`src/rtl/flow_state_rd_mem.sv`:
```
// Per-flow state store: one synchronous read port with a val/rdy response
// handshake and one write port. It zeroes every entry after reset, and it
// forwards writes into in-flight or held responses so that readers never
// see stale state.
module flow_state_rd_mem #(
    parameter int FLOWID_W = 3,
    parameter int DATA_W   = 64
) (
    input  logic                clk,
    input  logic                rst,
    input  logic                rd_req_val,
    input  logic [FLOWID_W-1:0] rd_req_flowid,
    output logic                rd_req_rdy,
    output logic                rd_resp_val,
    output logic [DATA_W-1:0]   rd_resp_data,
    input  logic                rd_resp_rdy,
    input  logic                wr_req_val,
    input  logic [FLOWID_W-1:0] wr_req_flowid,
    input  logic [DATA_W-1:0]   wr_req_data,
    output logic                wr_req_rdy,
    output logic                init_done
);

    localparam int DEPTH = 1 << FLOWID_W;

    typedef enum logic [1:0] {
        ST_INIT = 2'd0,
        ST_IDLE = 2'd1,
        ST_RESP = 2'd2
    } state_t;

    state_t              state_q, state_d;
    logic [FLOWID_W:0]   init_addr_q, init_addr_d, init_addr_inc;
    logic                init_done_q, init_done_d;
    logic                rd_resp_val_q, rd_resp_val_d;
    logic                wr_req_rdy_q, wr_req_rdy_d;
    logic                first_q, first_d;       // first cycle of a response: data comes from the RAM read
    logic                byp_q, byp_d;           // same-cycle write hit on the read just accepted
    logic [FLOWID_W-1:0] resp_flowid_q, resp_flowid_d;
    logic [DATA_W-1:0]   byp_data_q, byp_data_d;
    logic [DATA_W-1:0]   hold_q, hold_d;
    logic [DATA_W-1:0]   ram_rd_q;
    logic [DATA_W-1:0]   mem [DEPTH];

    logic                rd_fire, wr_fire, held_hit;
    logic                mem_we;
    logic [FLOWID_W-1:0] mem_waddr;
    logic [DATA_W-1:0]   mem_wdata;
    logic [DATA_W-1:0]   first_data, cur_data;

    // A new request is taken when idle, or when the current response leaves in the same cycle
    assign rd_req_rdy    = (state_q == ST_IDLE) | ((state_q == ST_RESP) & rd_resp_rdy);
    assign rd_fire       = rd_req_val & rd_req_rdy;
    assign wr_fire       = wr_req_val & wr_req_rdy_q;
    assign held_hit      = rd_resp_val_q & ~rd_resp_rdy & wr_fire & (wr_req_flowid == resp_flowid_q);
    assign init_addr_inc = init_addr_q + {{FLOWID_W{1'b0}}, 1'b1};

    assign first_data    = byp_q ? byp_data_q : ram_rd_q;
    assign cur_data      = first_q ? first_data : hold_q;

    assign rd_resp_val   = rd_resp_val_q;
    assign rd_resp_data  = rd_resp_val_q ? cur_data : '0;
    assign wr_req_rdy    = wr_req_rdy_q;
    assign init_done     = init_done_q;

    // Next-state and registered-output logic for the INIT/IDLE/RESP controller
    always_comb begin
        state_d       = state_q;
        init_addr_d   = init_addr_q;
        init_done_d   = init_done_q;
        rd_resp_val_d = rd_resp_val_q;
        wr_req_rdy_d  = wr_req_rdy_q;
        first_d       = rd_fire;
        byp_d         = rd_fire & wr_fire & (wr_req_flowid == rd_req_flowid);
        case (state_q)
            ST_INIT: begin
                init_addr_d = init_addr_inc;
                if (init_addr_inc[FLOWID_W]) begin
                    state_d      = ST_IDLE;
                    init_done_d  = 1'b1;
                    wr_req_rdy_d = 1'b1;
                end
            end
            ST_IDLE: begin
                if (rd_fire) begin
                    state_d       = ST_RESP;
                    rd_resp_val_d = 1'b1;
                end
            end
            ST_RESP: begin
                if (rd_resp_rdy && !rd_req_val) begin
                    state_d       = ST_IDLE;
                    rd_resp_val_d = 1'b0;
                end
            end
            default: begin
                state_d       = ST_INIT;
                init_addr_d   = '0;
                init_done_d   = 1'b0;
                rd_resp_val_d = 1'b0;
                wr_req_rdy_d  = 1'b0;
            end
        endcase
    end

    // Response datapath: captured flow id, same-cycle bypass data and holding register
    always_comb begin
        resp_flowid_d = rd_fire ? rd_req_flowid : resp_flowid_q;
        byp_data_d    = byp_d ? wr_req_data : byp_data_q;
        hold_d        = hold_q;
        if (held_hit) begin
            hold_d = wr_req_data;
        end else if (rd_resp_val_q && first_q) begin
            hold_d = first_data;
        end
    end

    // RAM write port: zero fill while initialising, otherwise accepted writes
    always_comb begin
        mem_we    = wr_fire;
        mem_waddr = wr_req_flowid;
        mem_wdata = wr_req_data;
        if (state_q == ST_INIT) begin
            mem_we    = 1'b1;
            mem_waddr = init_addr_q[FLOWID_W-1:0];
            mem_wdata = '0;
        end
    end

    // Controller state; reset returns to INIT and drops any response
    always_ff @(posedge clk) begin
        if (rst) begin
            state_q       <= ST_INIT;
            init_addr_q   <= '0;
            init_done_q   <= 1'b0;
            rd_resp_val_q <= 1'b0;
            wr_req_rdy_q  <= 1'b0;
            first_q       <= 1'b0;
            byp_q         <= 1'b0;
        end else begin
            state_q       <= state_d;
            init_addr_q   <= init_addr_d;
            init_done_q   <= init_done_d;
            rd_resp_val_q <= rd_resp_val_d;
            wr_req_rdy_q  <= wr_req_rdy_d;
            first_q       <= first_d;
            byp_q         <= byp_d;
        end
    end

    // Response data registers carry no reset; the output is masked while no response is valid
    always_ff @(posedge clk) begin
        resp_flowid_q <= resp_flowid_d;
        byp_data_q    <= byp_data_d;
        hold_q        <= hold_d;
    end

    // Storage array with separate write and synchronous read ports
    always_ff @(posedge clk) begin
        if (mem_we) begin
            mem[mem_waddr] <= mem_wdata;
        end
        if (rd_fire) begin
            ram_rd_q <= mem[rd_req_flowid];
        end
    end

endmodule

```
`config.mk`:
```
export PLATFORM = sky130hd
export DESIGN_NAME = flow_state_rd_mem
export DESIGN_NICKNAME = d
export VERILOG_FILES = /design/src/rtl/flow_state_rd_mem.sv
export SDC_FILE = /design/constraint.sdc
export NUM_CORES = 1
export LEC_CHECK = 0
export CAP_MARGIN = 5
export CORE_MARGIN = 5
export CORE_UTILIZATION = 30
export DETAILED_ROUTE_END_ITERATION = 8
export HOLD_SLACK_MARGIN = 0.05
export PLACE_DENSITY = 0.48
export SYNTH_ARGS = -nofsm -noshare
export SYNTH_HDL_FRONTEND = slang
export SYNTH_SLANG_ARGS = --single-unit
export TNS_END_PERCENT = 1
```
`constraint.sdc`:
```
create_clock -name clk -period 11.7 [get_ports clk]
set_input_delay 3.51 -clock clk [delete_from_list [all_inputs] [get_ports clk]]
set_output_delay 3.51 -clock clk [all_outputs]
set_load 0.005 [all_outputs]
```
==> out/metrics.csv <==
metric,value,unit
Post-Syn Area,28500,um^2
Residual DRC,0,
final hold violation count,0,
die area,101000,um^2
Post-CTS Setup Repair Bufs,0,
first-pass GRT wire length,99.7,mm
Worst EP required,8.19,ns
global route total overflow,0,
Nets,1704,
port buffer count,142,
Crit Path Category,primary input to output pin,
Max Clock Skew,0.0246,ns
area delta synth->final,18.7,%
area fraction of the dominant cell type after synthesis,74.5,%
slew at the pin closest to its max-slew limit,1.02,ns
post-DP HPWL,35.9,mm
via/cell ratio,4.71,
final WL,67.3,mm
Final Core Density,35.8,%
ANT nets after route,0,
fmax,0.122,GHz
status,"complete, no violations",
clk_lat worst skew,0.61,ns
via count,13894,
Starting DRT DRC Count,970,
layout cells sized above 1,20.1,%
DRT Pass-1 Iters,4,
syn_area_per_cell,19.4,um^2
Synth Warn #,0,
Hold/Removal Path Class,flip-flop to flip-flop,
Setup Total Neg Slack,0,ns
Bufs on Longest Clock Path,3,
Routed WL per cell,22.8,um
hold path endpoint,init_addr_q[3],
worst vdd ir,0.127,mV
hold depth,2,
Die Y,318,um
vias in the first global route,14980,
synthesized flop and latch total,717,
global placer's final weighted congestion,0.684,
CP Max Fanout,3,
Worst R2R Path Depth,5,
Worst EP arrival,4.68,ns
crit-path most repeated cell,clkdlybuf4s50_1,
core region area,94600,um^2
hold_buf cts,0,
largest net degree at the start of global routing,84,
cts bufs inserted,77,
syn nets,1550,
CTS Root Cell,clkbuf_16,
CTS tree,done,
# fillers,8825,
post-synthesis cell type count,35,
I/O pin total,143,
CP endpoint kind,output pin,
row cnt,113,
RSZ-0062 raised after global routing,no,
Die W,318,um
top area cells in the synthesized netlist,"edfxtp_1 74%, mux4_2 10%, mux2_2 2.6%",
final setup vio count,0,
Initial Util,30.1,%
GRT Overall Usage,13.1,%
max cap viols,0,
leak pwr,11.4,nW
Crit Reg-Reg Endpoint,mem[7][21],
Power per Cell Area,206,nW/um^2
"Seq/Total Area, Yosys",75.2,%
RR Startpoint,state_q[1],
flop2flop setup slack,7.96,ns
min cycle time layout,8.19,ns
CP peak stage delay,0.51,ns
crit path cell chain,"clkdlybuf4s50_1, a21o_1, clkdlybuf4s50_1",
max-slew violations,0,
antenna violations before repair,4,
Cells after Synth,1468,
# clock sinks,717,
crit share post-route,70.0,%
crit start category,primary input,
clk slew on worst S/H paths,0.06,ns
Worst path slowest cell,clkdlybuf4s50_1,
Max-slew headroom,32.0,%
H-tree depth,3,
CTS resizes,0,
"area leader, netlist",edfxtp_1,
Hold Path Origin,init_addr_q[3],
==> logic make-up after synthesis <==
family | after synthesis | synth area share, %
flip-flops | 717 | 75.2
multiplexers | 261 | 15.1
AND/OR/NAND/NOR | 238 | 3.86
AO/OA/AOI/OAI | 145 | 3.71
buffers and inverters | 94 | 1.66
adder cells (fa/ha/maj) | 7 | 0.307
XOR/XNOR | 6 | 0.184
==> cells in the mapped netlist <==
library cell,n
or4b_2,1
nor2_1,80
a21oi_1,72
xnor2_1,5
a21o_1,1
mux2_2,66
nor2b_1,66
a22o_1,1
nand4_1,1
mux2i_1,67
nand3_1,2
o21ai_0,5
buf_2,20
and2_1,1
nand2b_1,2
buf_4,3
buf_1,14
inv_1,6
o41ai_1,1
o31ai_1,1
nor3b_1,1
or4_1,1
mux4_2,128
nand3b_1,1
and4b_1,1
dfxtp_1,10
nand2_1,78
o211a_1,64
clkbuf_1,40
xor2_1,1
nor3_1,2
edfxtp_1,707
nor4_1,1
buf_6,11
ha_1,7
==> cell type report <==
class                   count  area [um^2]  share of cell area (%)
clock buffers              99         2070                    6.13
flip-flops and latches    717        21400                    63.4
clock inverters            40          435                    1.29
inverters                   6         23.8                  0.0703
repair buffers            163         1590                    4.71
multi-input cells         657         6680                    19.7
diodes                      2         5.00                  0.0148
well taps                1265         1580                    4.68
==> metal layers <==
metal / track usage (%) / up-vias / wire (um)
li1: - / 6188 / -
met1: 17.6 / 7371 / 30300
met2: 22.0 / 262 / 32900
met3: 2.28 / 73 / 2770
met4: 3.46 / 0 / 1200
met5: 0 / - / 0
==> where the power goes <==
group / switching, mW / internal, mW / total (mW) / leakage [nW]
clock: 0.976 / 1.45 / 2.43 / 1.21
sequential: 0.101 / 3.44 / 3.54 / 6.70
combinational: 0.685 / 0.308 / 0.993 / 3.45
total: 1.76 / 5.20 / 6.96 / 11.4
==> worst max-delay path: cells and delay by family <==
| family | cells | cell delay (ns) |
|---|---|---|
| AOI/OAI and AO/OA | 1 | 0.15 |
| buffers and inverters | 2 | 1.02 |
==> placed cells by master, fill, tap and decap left out, types with 2 or more instances in the layout <==
master	instances
edfxtp_1	707
clkdlybuf4s50_1	139
mux4_2	128
clkbuf_16	80
nand2_1	77
nor2_1	72
a21oi_1	72
mux2i_1	67
mux2_2	66
nor2b_1	66
o211a_1	64
buf_4	21
clkbuf_1	19
clkinv_1	16
clkinv_2	9
bufinv_16	9
nor2_4	8
dfxtp_1	7
ha_1	6
inv_1	5
xnor2_1	5
o21ai_0	5
dfxtp_4	3
inv_6	3
clkinvlp_4	3
diode_2	2
nor3_1	2
nand2b_1	2
nand3_1	2
==> registers in the layout, indices dropped and copies added (netlist names) <==
signal         count
resp_flowid_q      3
wr_req_rdy         1
init_addr_q        4
first_q            1
byp_data_q        64
hold_q            64
ram_rd_q          64
state_q            2
mem              512
rd_resp_val        1
byp_q              1
==> stage by stage <==
| step | worst slack [ns] | area (um^2) | cells | power, mW | hold WS, ns |
|---|---|---|---|---|---|
| after floorplan | 0.965 | 28500 | 1468 | 4.18 | 0.475 |
| after global placement | 3.49 | 31300 | 2808 | 4.59 | 0.486 |
| after detailed placement | 3.50 | 31300 | 2808 | 4.63 | 0.503 |
| after CTS | 3.49 | 33800 | 2947 | 7.09 | 0.511 |
| after global routing | 3.47 | 33800 | 2947 | 7.27 | 0.567 |
| final | 3.51 | 33800 | 2949 | 6.96 | 0.524 |
==> how the worst max path moves through the flow <==
| stage | slack (ns) | from | cells after the start | endpoint |
|---|---|---|---|---|
| after detailed placement | 3.50 | rd_resp_rdy | 3 | rd_req_rdy |
| after floorplan | 0.97 | rd_req_flowid[0] | 4 | byp_data_q[0] |
| after CTS | 3.49 | rd_resp_rdy | 3 | rd_req_rdy |
| final | 3.51 | rd_resp_rdy | 3 | rd_req_rdy |
| after global routing | 3.47 | rd_resp_rdy | 3 | rd_req_rdy |
| after global placement | 3.49 | rd_resp_rdy | 3 | rd_req_rdy |
No activity file was read; power rests on OpenSTA's default activity.
